==> src/rtl/fpu_issue_queue.sv <==
`default_nettype none
// ============================================================================
// Module   : fpu_issue_queue
// Purpose  : DEPTH-entry FIFO of FPU instructions with a start/done issue FSM.
//            Optional macro FPU_ISSUE_OPCHECK_EN drops opcodes 4..7 at intake.
// Revision : 1.0  initial release
// ============================================================================
module fpu_issue_queue #(
    parameter int DEPTH = 4
) (
    input  logic                     clk,
    input  logic                     rst,
    input  logic                     in_valid,
    output logic                     in_ready,
    input  logic [2:0]               in_op,
    input  logic [1:0]               in_rmode,
    input  logic [31:0]              in_opa,
    input  logic [31:0]              in_opb,
    output logic                     fpu_start,
    output logic [2:0]               fpu_op,
    output logic [1:0]               rmode,
    output logic [31:0]              opa,
    output logic [31:0]              opb,
    input  logic                     fpu_done,
    output logic                     busy,
    output logic [$clog2(DEPTH):0]   count,
    output logic                     illegal_op,
    output logic [15:0]              issued_cnt
);

    localparam int PW = $clog2(DEPTH);
    localparam int CW = PW + 1;
    localparam int EW = 3 + 2 + 32 + 32;
    localparam logic [CW-1:0] C_FULL = CW'(DEPTH);

    typedef enum logic [1:0] {
        IDLE  = 2'd0,
        ISSUE = 2'd1,
        WAIT  = 2'd2
    } state_t;

    state_t        r_state;
    state_t        w_state_nxt;
    logic [EW-1:0] r_mem [DEPTH];
    logic [PW-1:0] r_wr_ptr;
    logic [PW-1:0] r_rd_ptr;
    logic          w_accept;
    logic          w_push;
    logic          w_pop;

    // Ready comes from the registered count only, so a same-cycle pop never frees a slot.
    assign in_ready = (count < C_FULL);
    assign w_accept = in_valid && in_ready;

`ifdef FPU_ISSUE_OPCHECK_EN
    assign w_push = w_accept && !in_op[2];

    always_ff @(posedge clk) begin
        if (rst) begin
            illegal_op <= 1'b0;
        end else begin
            illegal_op <= w_accept && in_op[2];
        end
    end
`else
    assign w_push     = w_accept;
    assign illegal_op = 1'b0;
`endif

    always_comb begin
        w_state_nxt = r_state;
        fpu_start   = 1'b0;
        w_pop       = 1'b0;
        busy        = (r_state != IDLE);
        case (r_state)
            IDLE: begin
                if (count != '0) begin
                    w_pop       = 1'b1;
                    w_state_nxt = ISSUE;
                end
            end
            ISSUE: begin
                fpu_start   = 1'b1;
                w_state_nxt = WAIT;
            end
            WAIT: begin
                if (fpu_done) begin
                    w_state_nxt = IDLE;
                end
            end
            default: w_state_nxt = IDLE;
        endcase
    end

    always_ff @(posedge clk) begin
        if (rst) begin
            r_state <= IDLE;
        end else begin
            r_state <= w_state_nxt;
        end
    end

    always_ff @(posedge clk) begin
        if (w_push) begin
            r_mem[r_wr_ptr] <= {in_op, in_rmode, in_opa, in_opb};
        end
    end

    always_ff @(posedge clk) begin
        if (rst) begin
            r_wr_ptr <= '0;
            r_rd_ptr <= '0;
            count    <= '0;
        end else begin
            if (w_push) begin
                r_wr_ptr <= r_wr_ptr + 1'b1;
            end
            if (w_pop) begin
                r_rd_ptr <= r_rd_ptr + 1'b1;
            end
            case ({w_push, w_pop})
                2'b10:   count <= count + 1'b1;
                2'b01:   count <= count - 1'b1;
                default: count <= count;
            endcase
        end
    end

    // Issued fields move only on the pop, keeping them stable through the done cycle.
    always_ff @(posedge clk) begin
        if (rst) begin
            fpu_op <= '0;
            rmode  <= '0;
            opa    <= '0;
            opb    <= '0;
        end else if (w_pop) begin
            {fpu_op, rmode, opa, opb} <= r_mem[r_rd_ptr];
        end
    end

    always_ff @(posedge clk) begin
        if (rst) begin
            issued_cnt <= '0;
        end else if ((r_state == WAIT) && fpu_done) begin
            issued_cnt <= issued_cnt + 16'd1;
        end
    end

endmodule
`default_nettype wire

==> config.mk <==
export PLATFORM = sky130hd
export DESIGN_NAME = fpu_issue_queue
export DESIGN_NICKNAME = d
export VERILOG_FILES = /design/src/rtl/fpu_issue_queue.sv
export SDC_FILE = /design/constraint.sdc
export NUM_CORES = 1
export LEC_CHECK = 0
export BUFFER_PORTS_ARGS = -buffer_cell sky130_fd_sc_hd__buf_4
export CAP_MARGIN = 20
export CORE_ASPECT_RATIO = 1.25
export CORE_MARGIN = 2
export CORE_UTILIZATION = 55
export DETAILED_ROUTE_END_ITERATION = 8
export GPL_TIMING_DRIVEN = 0
export HOLD_SLACK_MARGIN = 0.06
export PLACE_DENSITY_LB_ADDON = 0.1
export SYNTH_ARGS = -nofsm -noshare
export SYNTH_HDL_FRONTEND = slang
export SYNTH_SLANG_ARGS = --single-unit
==> constraint.sdc <==
create_clock -name clk -period 9.41 [get_ports clk]
set_input_delay 1.882 -clock clk [delete_from_list [all_inputs] [get_ports clk]]
set_output_delay 1.882 -clock clk [all_outputs]
set_load 0.05 [all_outputs]
Yosys cells after proc, flatten, opt, wreduce, memory -nomap -nowiden:

Memories as Yosys holds them, arrays and structs flattened. A register that Yosys moved wholly into a read port is not among the register bits.
Index checks and enable logic that the tools add are counted.

* reduce and logical (&&, ||, !) cells: 7
* multiplexer cells: 9
* $lt $le $gt $ge: 1
* equal/unequal tests: 6
* add/sub/neg operators: 5

Operator list (number)
* 16-bit by 1-bit adder with 16-bit output (second input constant): 1
* 2-bit one-hot mux with 3 select lines: 1
* 3-bit one-hot mux with 2 select lines: 1
* 1-bit 2-to-1 mux: 5
* 2-bit by 1-bit adder with 2-bit output (second input constant): 2
* 2-bit by 1-bit equality test with 1-bit output (second input constant): 2
* 2-bit equality test (second input constant): 2
* 2-bit 2-to-1 mux: 2
* 2-bit != test (second input constant): 2
* 2-bit nonzero test: 2
* 3-bit by 1-bit adder with 3-bit output (second input constant): 1
* 3-bit < comparator (second input constant): 1
* 3-bit nonzero test: 1
* 3-bit by 1-bit subtractor with 3-bit output (second input constant): 1
* 1-bit logical AND: 2
* 2-bit logical NOT: 1
* 2-bit AND reduction: 1

* memories: 1
* RAM bits: 276
* output and inout bits: 92
* bits of input ports: 73
* word-level logic and storage cells: 34
* flip-flop bits (word level): 25

Memory list
* r_mem: depth 4, width 69, read ports 1, clocked after memory_dff 1, wr ports 1, RTL line 44 `logic [EW-1:0] r_mem [DEPTH];`

Longest topological paths before layout:

* depth in word-level cells: 5
* mapped depth: 11
* depth with buffers taken out: 9

Worst setup path before layout:

Ideal clock, no wire load.

* path type: input to register
* start: in in_valid
* end: mem r_mem[0][0] (netlist bit) (enable)
* path buffers: 1
* required time: 8.975 ns
* cell stages on the path: 3
* arrival time: 3.883 ns
* path slack: 5.092 ns
* setup time: 0.435 ns
* cell sequence: nor2b_1 > clkbuf_1 > and2_1

* word-level cells in the longest chain between the ends: 3

RTL lines
* from (decl): RTL line 13 `input logic in_valid,`
* 1-bit logical AND: RTL line 53 `assign w_accept = in_valid && in_ready;`
* 1-bit 2-to-1 mux: RTL line 104 `if (w_push) begin`
* 1-bit 2-to-1 mux (implied by the code): RTL line 105 `r_mem[r_wr_ptr] <= {in_op, in_rmode, in_opa, in_opb};`
* to (decl): RTL line 44

Every way passes these cells.

Worst setup path after layout:

* start: reg r_state[1]
* end: out busy

* word-level cells in the longest chain between the ends: 1

RTL lines
* from (decl): RTL line 42 `state_t r_state;`
* from (signal assigned): RTL line 99 `r_state <= w_state_nxt;`
* 2-bit nonzero test: RTL line 74 `busy = (r_state != IDLE);`
* to (decl): RTL line 25 `output logic busy,`

Every way passes these cells.

==> flow_summary.ini <==
[setup_path]
r2r_start = count[2]$_SDFFE_PP0P_
cp.required_ns = 7.53
end_kind = output pin
worstPathCellList = nor2_1 > inv_1 > buf_4
r2r_slack_ns = 6.36
crit_path_end = busy
cp.depth = 3
startpoint = r_state[1]$_SDFFE_PP0P_
start_kind = flop
crit_buf_inv = 2
slowest_delay_ns = 0.36
cp.arrival_ns = 1.36
path_max_fanout = 5
criticalPathCategory = reg -> out
cpMaxStageDelayCell = dfxtp_1
r2r_cells = 11
r2r_end = count[2]$_SDFFE_PP0P_
critical-path-top-delay-family = flip-flops

[timing]
rsz0062_at_grt = false
finalHoldViolCount = 0
finalSetupTns_ns = 0
finClkSkew_ns = 0.0111
slew_headroom = 0.517
finalCritPeriodShare = 0.345
worstMarginPinSlew_ns = 0.724
slew_viol_final = 0
max_freq_ghz = 0.308
finalWorstSetupSlack_ns = 6.16
setup_viol = 0
fin_crit_ns = 3.25

[min_path]
hp-class = reg -> reg
worstHoldPathCells = 2

[grt]
groute.usage.overall = 0.205
grt_overflow = 0
grt_pass1_vias = 7341
antenna_found_initial = 1
grt_max_degree = 57
grt_pass1_wl_um = 39500

[clock_tree]
cts_tree = done
path_clk_slew_ns = 0.06
htreeDepth = 2
cts_resized = 0
hold_buffers = 0
post_cts_buffers = 0
cts_sinks = 370
clk_path_buf_depth = 3
clockRootBuffer = clkbuf_16
cts_buffers = 36
insertion_delay_ns = 0.51

[cells_and_area]
multiInputGateArea_mm2 = 0.00311
final_common_cell = edfxtp_1
final_cell_mix = edfxtp_1 (276), buf_4 (164), nand2_1 (142)
drive_above_1_share = 0.296
area_delta_synth_final_pct = 21.0
fillers = 1744
register_area_mm2 = 0.0102
final_cell_count_no_fill = 1362
nets = 1085
finish.utilization = 0.673

[pwr]
p_leak_uw = 0.00572
combPwrFrac = 0.332
p_clk_frac = 0.253
finalPower_uw = 5220
internal_power_uw = 3380
p_switching_uw = 1840
switching_share = 0.352
p_seq_frac = 0.415
irDropWorstVdd_mv = 0.220
power_density_mw_per_mm2 = 320

[yosys]
ys_seq_elements = 370
ys_warn_count = 0
synth_edf_count = 276
ys_seq_area_frac = 0.754
syn-cell-area_mm2 = 0.0135
avgSynthCellArea_um2 = 16.8
ys.flop_type = edfxtp_1
ys_types = 39
synthArstFlopShare = 0
synthCells = 801
synth_nets = 881

[floorplan]
ios = 165
die_area_mm2 = 0.0258
dieWidth_um = 144
die-height_um = 179
initial_core_util = 0.556
num_rows = 64
core_mm2 = 0.0243

[routing]
wl_per_cell_um = 19.2
ant_nets = 0
drc_errors = 0
drt_iter0_markers = 296
routed_wl_um = 26200
num_vias = 7318
via_per_inst = 5.37
drt_pass1_iterations = 4

[flow_run]
maxCapViolations = 0

[placed_design]
place_congestion = 0.720
placed_cells = 1297
portBuffers = 162
dp_hpwl_um = 16200
pre_cts_ws_ns = 5.72

[status]
status = complete, no violations
[worst min path at each step]
stage	startpoint	endpoint	slack, ns
after floorplan	r_wr_ptr[0]$_SDFFE_PP0P_	r_wr_ptr[0]$_SDFFE_PP0P_	0.54
after detailed placement	opa[29]$_SDFFE_PP0P_	opa[29]$_SDFFE_PP0P_	0.45
after global placement	fpu_op[0]$_SDFFE_PP0P_	fpu_op[0]$_SDFFE_PP0P_	0.44
final	opa[26]$_SDFFE_PP0P_	opa[26]$_SDFFE_PP0P_	0.45
after global routing	opa[29]$_SDFFE_PP0P_	opa[29]$_SDFFE_PP0P_	0.47
after CTS	opa[29]$_SDFFE_PP0P_	opa[29]$_SDFFE_PP0P_	0.46
[metrics by stage]
step / instance area (um^2) / hold slack, ns
after global routing: 16300 / 0.473
after global placement: 15100 / 0.444
after detailed placement: 15200 / 0.449
after floorplan: 13500 / 0.538
after CTS: 16300 / 0.456
final: 16300 / 0.453
[power by group through the flow]
stage	Sequential, uW	Combinational, uW	Clock, uW
6_report	2170	1730	1320
5_1_grt	2190	1860	1410
4_1_cts	2170	1760	1350
3_5_place_dp	2200	1760	0
3_3_place_gp	2210	1720	0
2_1_floorplan	2660	732	0
[cell usage after synthesis, types with 2 or more instances]
master	instances	area share
mux4_2	69	0.12
ha_1	6	0.0056
edfxtp_1	276	0.61
xnor2_1	7	0.0045
nand3_1	5	0.0019
nor4_1	2	0.00093
nor2b_1	2	0.00093
o21ai_0	4	0.0015
or3_1	4	0.0019
buf_2	10	0.0037
clkbuf_1	26	0.0072
dfxtp_1	94	0.14
buf_1	7	0.0019
inv_1	8	0.0022
a21oi_1	76	0.028
nand4_1	4	0.0019
buf_4	2	0.0011
and2_1	4	0.0019
nand2_1	142	0.040
xor2_1	9	0.0058
nor3_1	3	0.0011
nor2_1	24	0.0067
[logic make-up after synthesis]
kind of cell / synth area share
AO/OA/AOI/OAI: 0.0302
flip-flops: 0.754
XOR/XNOR: 0.0104
other: 0.000278
adder cells (fa/ha/maj): 0.00705
AND/OR/NAND/NOR: 0.0657
multiplexers: 0.116
buffers and inverters: 0.0165
[state kept, by name (all words and copies together) (netlist names)]
name / cells
count: 3
fpu_op: 3
rmode: 2
opb: 32
opa: 32
r_state: 2
r_wr_ptr: 2
r_rd_ptr: 2
issued_cnt: 16
r_mem: 276
[cell type report]
| class | count | area share |
|---|---|---|
| Antenna cell | 1 | 0.000153 |
| Buffer | 45 | 0.0116 |
| Clock buffer | 55 | 0.0639 |
| Clock inverter | 9 | 0.00253 |
| Inverter | 9 | 0.00207 |
| Multi-Input combinational cell | 377 | 0.190 |
| Sequential cell | 370 | 0.623 |
| Tap cell | 330 | 0.0253 |
| Timing Repair Buffer | 166 | 0.0812 |
[layer usage]
layer / routed length, um / share of wire / global-route usage
met3: 1560 / 0.060 / 0.0411
met4: 683 / 0.026 / 0.0690
met1: 10600 / 0.40 / 0.267
met5: 0 / 0 / 0
met2: 13300 / 0.51 / 0.349
[worst min-delay path: cells and delay by family (launching register included)]
family / cells / cell delay [ns]
AND/OR/NAND/NOR: 1 / 0.05
flip-flops: 1 / 0.31
AO/OA/AOI/OAI: 1 / 0.05
Power figures use the tool's default switching activity.
